File: src/rtl/instr_loader.sv
// LC2K program loader: parses a 16-bit word-count header and big-endian
// 32-bit words from a byte stream into instruction memory, then frees the CPU.
module instr_loader #(
  parameter int ADDR_W = 8
) (
  input  logic              clk,
  input  logic              rst_n,
  input  logic              start,
  input  logic              in_valid,
  input  logic [7:0]        in_data,
  output logic              in_ready,
  output logic              mem_we,
  output logic [ADDR_W-1:0] mem_addr,
  output logic [31:0]       mem_wdata,
  output logic [ADDR_W:0]   word_count,
  output logic              busy,
  output logic              done,
  output logic              error,
  output logic              cpu_hold
);

  typedef enum logic [2:0] {
    S_IDLE,
    S_HDR_HI,
    S_HDR_LO,
    S_DATA,
    S_WRITE,
    S_DONE,
    S_ERR
  } state_e;

  localparam logic [16:0] CAP = 17'(2 ** ADDR_W);

  state_e            state_q, state_d;
  logic [15:0]       cnt_q, cnt_d;
  logic [31:0]       shreg_q, shreg_d;
  logic [1:0]        bidx_q, bidx_d;
  logic [ADDR_W-1:0] wptr_q, wptr_d;
  logic [ADDR_W:0]   wc_q, wc_d;

  logic        acc;
  logic [15:0] n_hdr;
  logic [15:0] wc_ext;

  assign acc    = in_valid & in_ready;
  assign wc_ext = 16'(wc_q) + 16'd1;

  // State and datapath registers; reset aborts any load in flight.
  always_ff @(posedge clk or negedge rst_n) begin
    if (!rst_n) begin
      state_q <= S_IDLE;
      cnt_q   <= '0;
      shreg_q <= '0;
      bidx_q  <= '0;
      wptr_q  <= '0;
      wc_q    <= '0;
    end else begin
      state_q <= state_d;
      cnt_q   <= cnt_d;
      shreg_q <= shreg_d;
      bidx_q  <= bidx_d;
      wptr_q  <= wptr_d;
      wc_q    <= wc_d;
    end
  end

  // Next-state: header parse, byte assembly and per-word write sequencing.
  always_comb begin
    state_d = state_q;
    cnt_d   = cnt_q;
    shreg_d = shreg_q;
    bidx_d  = bidx_q;
    wptr_d  = wptr_q;
    wc_d    = wc_q;
    n_hdr   = {cnt_q[15:8], in_data};
    unique case (state_q)
      S_IDLE, S_DONE, S_ERR: begin
        if (start) begin
          state_d = S_HDR_HI;
          cnt_d   = '0;
          shreg_d = '0;
          bidx_d  = '0;
          wptr_d  = '0;
          wc_d    = '0;
        end
      end
      S_HDR_HI: begin
        if (acc) begin
          cnt_d   = {in_data, 8'h00};
          state_d = S_HDR_LO;
        end
      end
      S_HDR_LO: begin
        if (acc) begin
          cnt_d  = n_hdr;
          bidx_d = '0;
          if (n_hdr == 16'd0) begin
            state_d = S_DONE;
          end else if ({1'b0, n_hdr} > CAP) begin
            state_d = S_ERR;
          end else begin
            state_d = S_DATA;
          end
        end
      end
      S_DATA: begin
        if (acc) begin
          shreg_d = {shreg_q[23:0], in_data};
          bidx_d  = bidx_q + 2'd1;
          if (bidx_q == 2'd3) begin
            state_d = S_WRITE;
          end
        end
      end
      S_WRITE: begin
        wptr_d  = wptr_q + ADDR_W'(1);
        wc_d    = wc_q + (ADDR_W + 1)'(1);
        bidx_d  = '0;
        state_d = (wc_ext == cnt_q) ? S_DONE : S_DATA;
      end
      default: state_d = S_IDLE;
    endcase
  end

  // Outputs decoded purely from registered state.
  always_comb begin
    in_ready   = 1'b0;
    mem_we     = 1'b0;
    mem_addr   = '0;
    mem_wdata  = '0;
    busy       = 1'b0;
    done       = 1'b0;
    error      = 1'b0;
    cpu_hold   = 1'b1;
    word_count = wc_q;
    unique case (state_q)
      S_HDR_HI, S_HDR_LO, S_DATA: begin
        in_ready = 1'b1;
        busy     = 1'b1;
      end
      S_WRITE: begin
        busy      = 1'b1;
        mem_we    = 1'b1;
        mem_addr  = wptr_q;
        mem_wdata = shreg_q;
      end
      S_DONE: begin
        done     = 1'b1;
        cpu_hold = 1'b0;
      end
      S_ERR: error = 1'b1;
      default: ;
    endcase
  end

endmodule

File: config.mk
export PLATFORM = sky130hd
export DESIGN_NAME = instr_loader
export DESIGN_NICKNAME = d
export VERILOG_FILES = /design/src/rtl/instr_loader.sv
export SDC_FILE = /design/constraint.sdc
export NUM_CORES = 1
export LEC_CHECK = 0
export CAP_MARGIN = 15
export CORE_MARGIN = 2
export CORE_UTILIZATION = 45
export DETAILED_ROUTE_END_ITERATION = 6
export GPL_TIMING_DRIVEN = 1
export PLACE_DENSITY = 0.75
export SKIP_LAST_GASP = 1
export SYNTH_ARGS = -nofsm -noshare
export SYNTH_HDL_FRONTEND = slang
export SYNTH_SLANG_ARGS = --single-unit
File: constraint.sdc
create_clock -name clk -period 2.6 [get_ports clk]
set_clock_uncertainty 0.15 [all_clocks]
set_input_delay 0.52 -clock clk [delete_from_list [all_inputs] [get_ports clk]]
set_output_delay 0.52 -clock clk [all_outputs]
set_load 0.02 [all_outputs]
# Word-level counts from Yosys, hierarchy flattened
# Cells that the tools add are included.
# word_totals
regBits,70
input_bits,12
# op_classes
add_sub_neg,4
magnitude_cmp,1
eq_ne,13
muxes,32
bitwise_logic,2
n_reduce_logical,16
# op_table
operator,count
$mux 32,3
$pmux 32 s2,1
$pmux 16 s3,1
$mux 16,2
$mux 3,8
$mux 8,3
$pmux 9 s2,1
$eq 10x16->1,1
$gt 16x9->1 const B,1
$logic_not 16->1,1
$pmux 8 s2,1
$pmux 3 s5,1
$reduce_and 4->1,3
$add 9x1->10 const B,1
$ne 2x2->1 const B,5
$add 9x1->9 const B,1
$eq 3x3->1 const B,3
$mux 9,1
$add 8x1->8 const B,1
$pmux 2 s4,1
$eq 3x2->1 const B,2
$mux 1,6
$mux 2,3
$reduce_bool 2->1,3
other kinds (13),14

# Depth between registers and ports, before layout
# logic_depth
depth_word,6
ltp_mapped,8

# Worst setup path after synthesis
# OpenSTA, ideal clock, no wires.
# synth_path
kind,register to register
startpoint,"register wc_q[0], in the netlist word_count[0]"
endpoint,register state_q[1]
setup_time_ps,143
arrival_time_ps,2026
required_ps,2307
slack_ps,281
stages_incl_launch_ff,9
path_buffers,1
synth_period_minus_slack_ps,2319
path_cell_list,dfrtp_1 > ha_1 > buf_2 > nand4_1 > or3_1 > xnor2_1 > nor4_1 > and4_1 > o221ai_1
# synth_via
elab_chain_cells,4
# synth_rtl
element,line,text
from (decl),39,"logic [ADDR_W:0] wc_q, wc_d;"
from (signal assigned),63,wc_q <= wc_d;
$add 9x1->10,46,assign wc_ext = 16'(wc_q) + 16'd1;
$eq 10x16->1,119,state_d = (wc_ext == cnt_q) ? S_DONE : S_DATA;
$mux 3,119,
$pmux 3 s5,76,unique case (state_q)
to (signal assigned),58,state_q <= state_d;
to (decl),34,"state_e state_q, state_d;"
# Every way passes these cells.
# A chain may end at the register's enable or synchronous reset.

# Final worst setup path
# layout_path
startpoint,register state_q[1]
endpoint,output in_ready
# layout_via
elab_chain_cells,3
# layout_rtl
element,line,text
$eq 3x2->1 / $eq 3x1->1 (equally long branches),136,unique case (state_q)
$reduce_or 3->1 *,136,
$mux 1 *,136,
to (decl),11,"output logic in_ready,"
# Mark *: on every way between the ends. The rest lies on a longest branch, timed or not.

==> impl_metrics.ini <==
[clock_tree]
cts.sinks = 70
clkTransAtPathRegs_ns = 0.07
cts_max_path_buffers = 2
cts_tree = built
insertion_delay_ns = 0.34
cts_root_buf = clkbuf_8
postCtsHoldBufs = 0
cts_buffers = 9
h-tree-depth = 3

[floorplan]
core-area_sq_um = 7767
start_util_pct = 46.54
fp.dieW_microns = 93.63
die-area_sq_um = 8766
io_pins = 67
die_y_microns = 93.63
rows = 32

[drt]
dr.pass1.iters = 5
wl_per_cell_microns = 15.75
drtAntennaViolNets = 0
avgViaCountPerCell = 5.660
drtIter0Drc = 241
wl_microns = 8897
dr_total_vias = 3198
drcViolationCount = 0

[worst_setup_path]
required_ns = 1.93
worstPathArrival_ns = 1.81
worstSetupPathType = reg -> out
crit_path_cell_trace = nor2_2, buf_12, nor2_1, clkdlybuf4s50_1
crit_slowest_cell = clkdlybuf4s50_1
crit_fanout = 45
critPathLaunchType = flop
endpoint_kind = output pin
max_stage_delay_ns = 0.60

[finish]
drive_gt1_share_pct = 7.991
layout.cells.non_filler = 565
nFillCells = 733
area_growth_pct = 25.65
fin_nets = 474
antenna_cells = 0
multi_input_area_sq_um = 1682
final_cell_area_sq_um = 4542
seq_area_sq_um = 1752

[sta]
period_minus_slack_ns = 2.485
period_share_pct = 95.57
fmax_ghz = 0.4025
holdWs_ns = 0.04097
maxSlewViolCount = 0
hold_viol_final = 0
rsz0062_at_grt = false
finalSetupViolCount = 0
relSlewSlack_pct = 33.11
worst_pin_slew_ns = 0.9997

[yosys]
synth_common_cells = dfrtp_1, nand2_1, o21ai_0
synth_seq_area_share_pct = 48.46
synth_cell_types = 43
synth_area_sq_um = 3615
synth-main-ff-cell = dfrtp_1
synth_top_area_share_pct = 48.46
synth_area_leaders = dfrtp_1, and3_1, o21ai_0
synth_warnings = 0
synth_edf_count = 0
synth_top_area_cell = dfrtp_1
synth_nets = 412
ys_ff_latch = 70
syn_area_per_cell_sq_um = 9.105
async_flop_share_pct = 100.0
synth_most_common_cell = dfrtp_1
synthesis.instances = 397

[pwr]
sw_frac_of_total_pct = 40.70
pwr-share-clk_pct = 21.3
power_mw = 4.023
ir_drop_uv = 497.8
power.internal_mw = 2.385
p_seq_share_pct = 39.5
pwr-share-comb_pct = 39.2
power.net_switching_mw = 1.637
p_per_area_nw_per_um2 = 885.7
p_leak_nw = 2.332

[global_route]
antenna_found_initial = 0
track_usage_pct = 21.44
grt_max_degree = 71
grt_pass1_wl_microns = 14610
grt_pass1_vias = 2913
grt_overflow = 0

[run_status]
status = completed

[hold_path]
min_path_type = in -> async

[place]
gp_congestion = 0.8583
portBuffers = 66
placedCellCount = 550
dp_hpwl_microns = 6116
dpl_cell_area_sq_um = 4410

[run]
max_cap_violations = 0
-- state kept, by name, summed over array words and instances, names as in the netlist --
| register | flops |
|---|---|
| cnt_q | 16 |
| bidx_q | 2 |
| shreg_q | 32 |
| wptr_q | 8 |
| word_count | 9 |
| state_q | 3 |
-- cells in the final DEF (no fill, tap or decap), types with 4 or more instances in the layout --
master	synthesis	final
a21oi_1	5	5
a22o_1	26	26
and3_1	43	43
buf_4	0	13
clkbuf_8	0	9
clkdlybuf4s50_1	0	20
dfrtp_1	70	70
dlygate4sd2_1	0	45
inv_1	15	15
nand2_1	51	51
nand2b_1	4	4
nand3_1	16	16
nand4_1	4	4
nor2_1	20	19
nor4_1	5	5
o21ai_0	49	49
o31ai_1	5	5
xnor2_1	10	10
xor2_1	4	4
-- cell families after synthesis --
| kind of cell | after synthesis | share of synthesized area (%) |
|---|---|---|
| simple gates | 157 | 22.29 |
| compound gates | 105 | 18.90 |
| flops | 70 | 48.46 |
| buf+inv | 45 | 5.088 |
| xor+xnor | 14 | 3.392 |
| mux | 3 | 0.8308 |
| fa+ha+maj | 3 | 1.039 |
-- what timing repair did --
| action | in CTS | in global routing |
|---|---|---|
| endpoints found under the setup margin | 45 | 0 |
| gates resized for setup | 45 | 0 |
| setup buffers | 0 | 0 |
-- through the flow --
| step | setup slack [ns] | util, % | TNS, ns |
|---|---|---|---|
| finish | 0.1153 | 58.47 | 0 |
| floorplan | 0.2811 | - | 0 |
| global placement | 0.03003 | 56.78 | 0 |
| CTS | 0.09999 | 58.47 | 0 |
| detailed placement | -0.05679 | 56.78 | -0.4676 |
| global route | 0.02438 | 58.47 | 0 |
-- layout make-up --
type                            count  area share, %
Clock inverter                      6          1.405
Tap cell                          102          2.810
Inverter                           15          1.240
Sequential cell                    70          38.57
Timing Repair Buffer               81          16.23
Clock buffer                        9          2.727
Multi-Input combinational cell    282          37.02
-- worst max-delay path, delay by kind of cell, from the launching register on --
kind | cells | cell delay (ns)
buffers and inverters | 2 | 0.78
and+or+nand+nor | 2 | 0.19
DFF | 1 | 0.50
-- metal layers --
layer	track usage (%)	routed length [microns]	vias up	share of wire, %
met1	32.39	4215	1543	47
met5	0	0	-	0
li1	-	-	1535	-
met3	3.304	416	13	4.7
met2	30.88	4100	107	46
met4	8.575	164	0	1.8
-- final timing paths --
kind,from,to,slack [ns],cells past startpoint
max reg2reg,word_count[0],state_q[1],0.25,7
min,rst_n,cnt_q[2],0.04,2
min in group clk,wptr_q[7],wptr_q[7],0.33,1
max in group asynchronous,rst_n,state_q[0],1.96,2
min reg2reg,wptr_q[7],wptr_q[7],0.33,1
max,state_q[1],in_ready,0.12,4
-- power by group through the flow --
| stage | registers (mW) | logic (mW) | clock network (mW) |
|---|---|---|---|
| after floorplan | 1.49 | 1.10 | 0 |
| after CTS | 1.58 | 1.58 | 0.865 |
| after global placement | 1.59 | 1.56 | 0 |
| final | 1.59 | 1.58 | 0.859 |
| after global routing | 1.62 | 1.77 | 0.918 |
| after detailed placement | 1.60 | 1.61 | 0 |
Power figures use the tool's default switching activity.
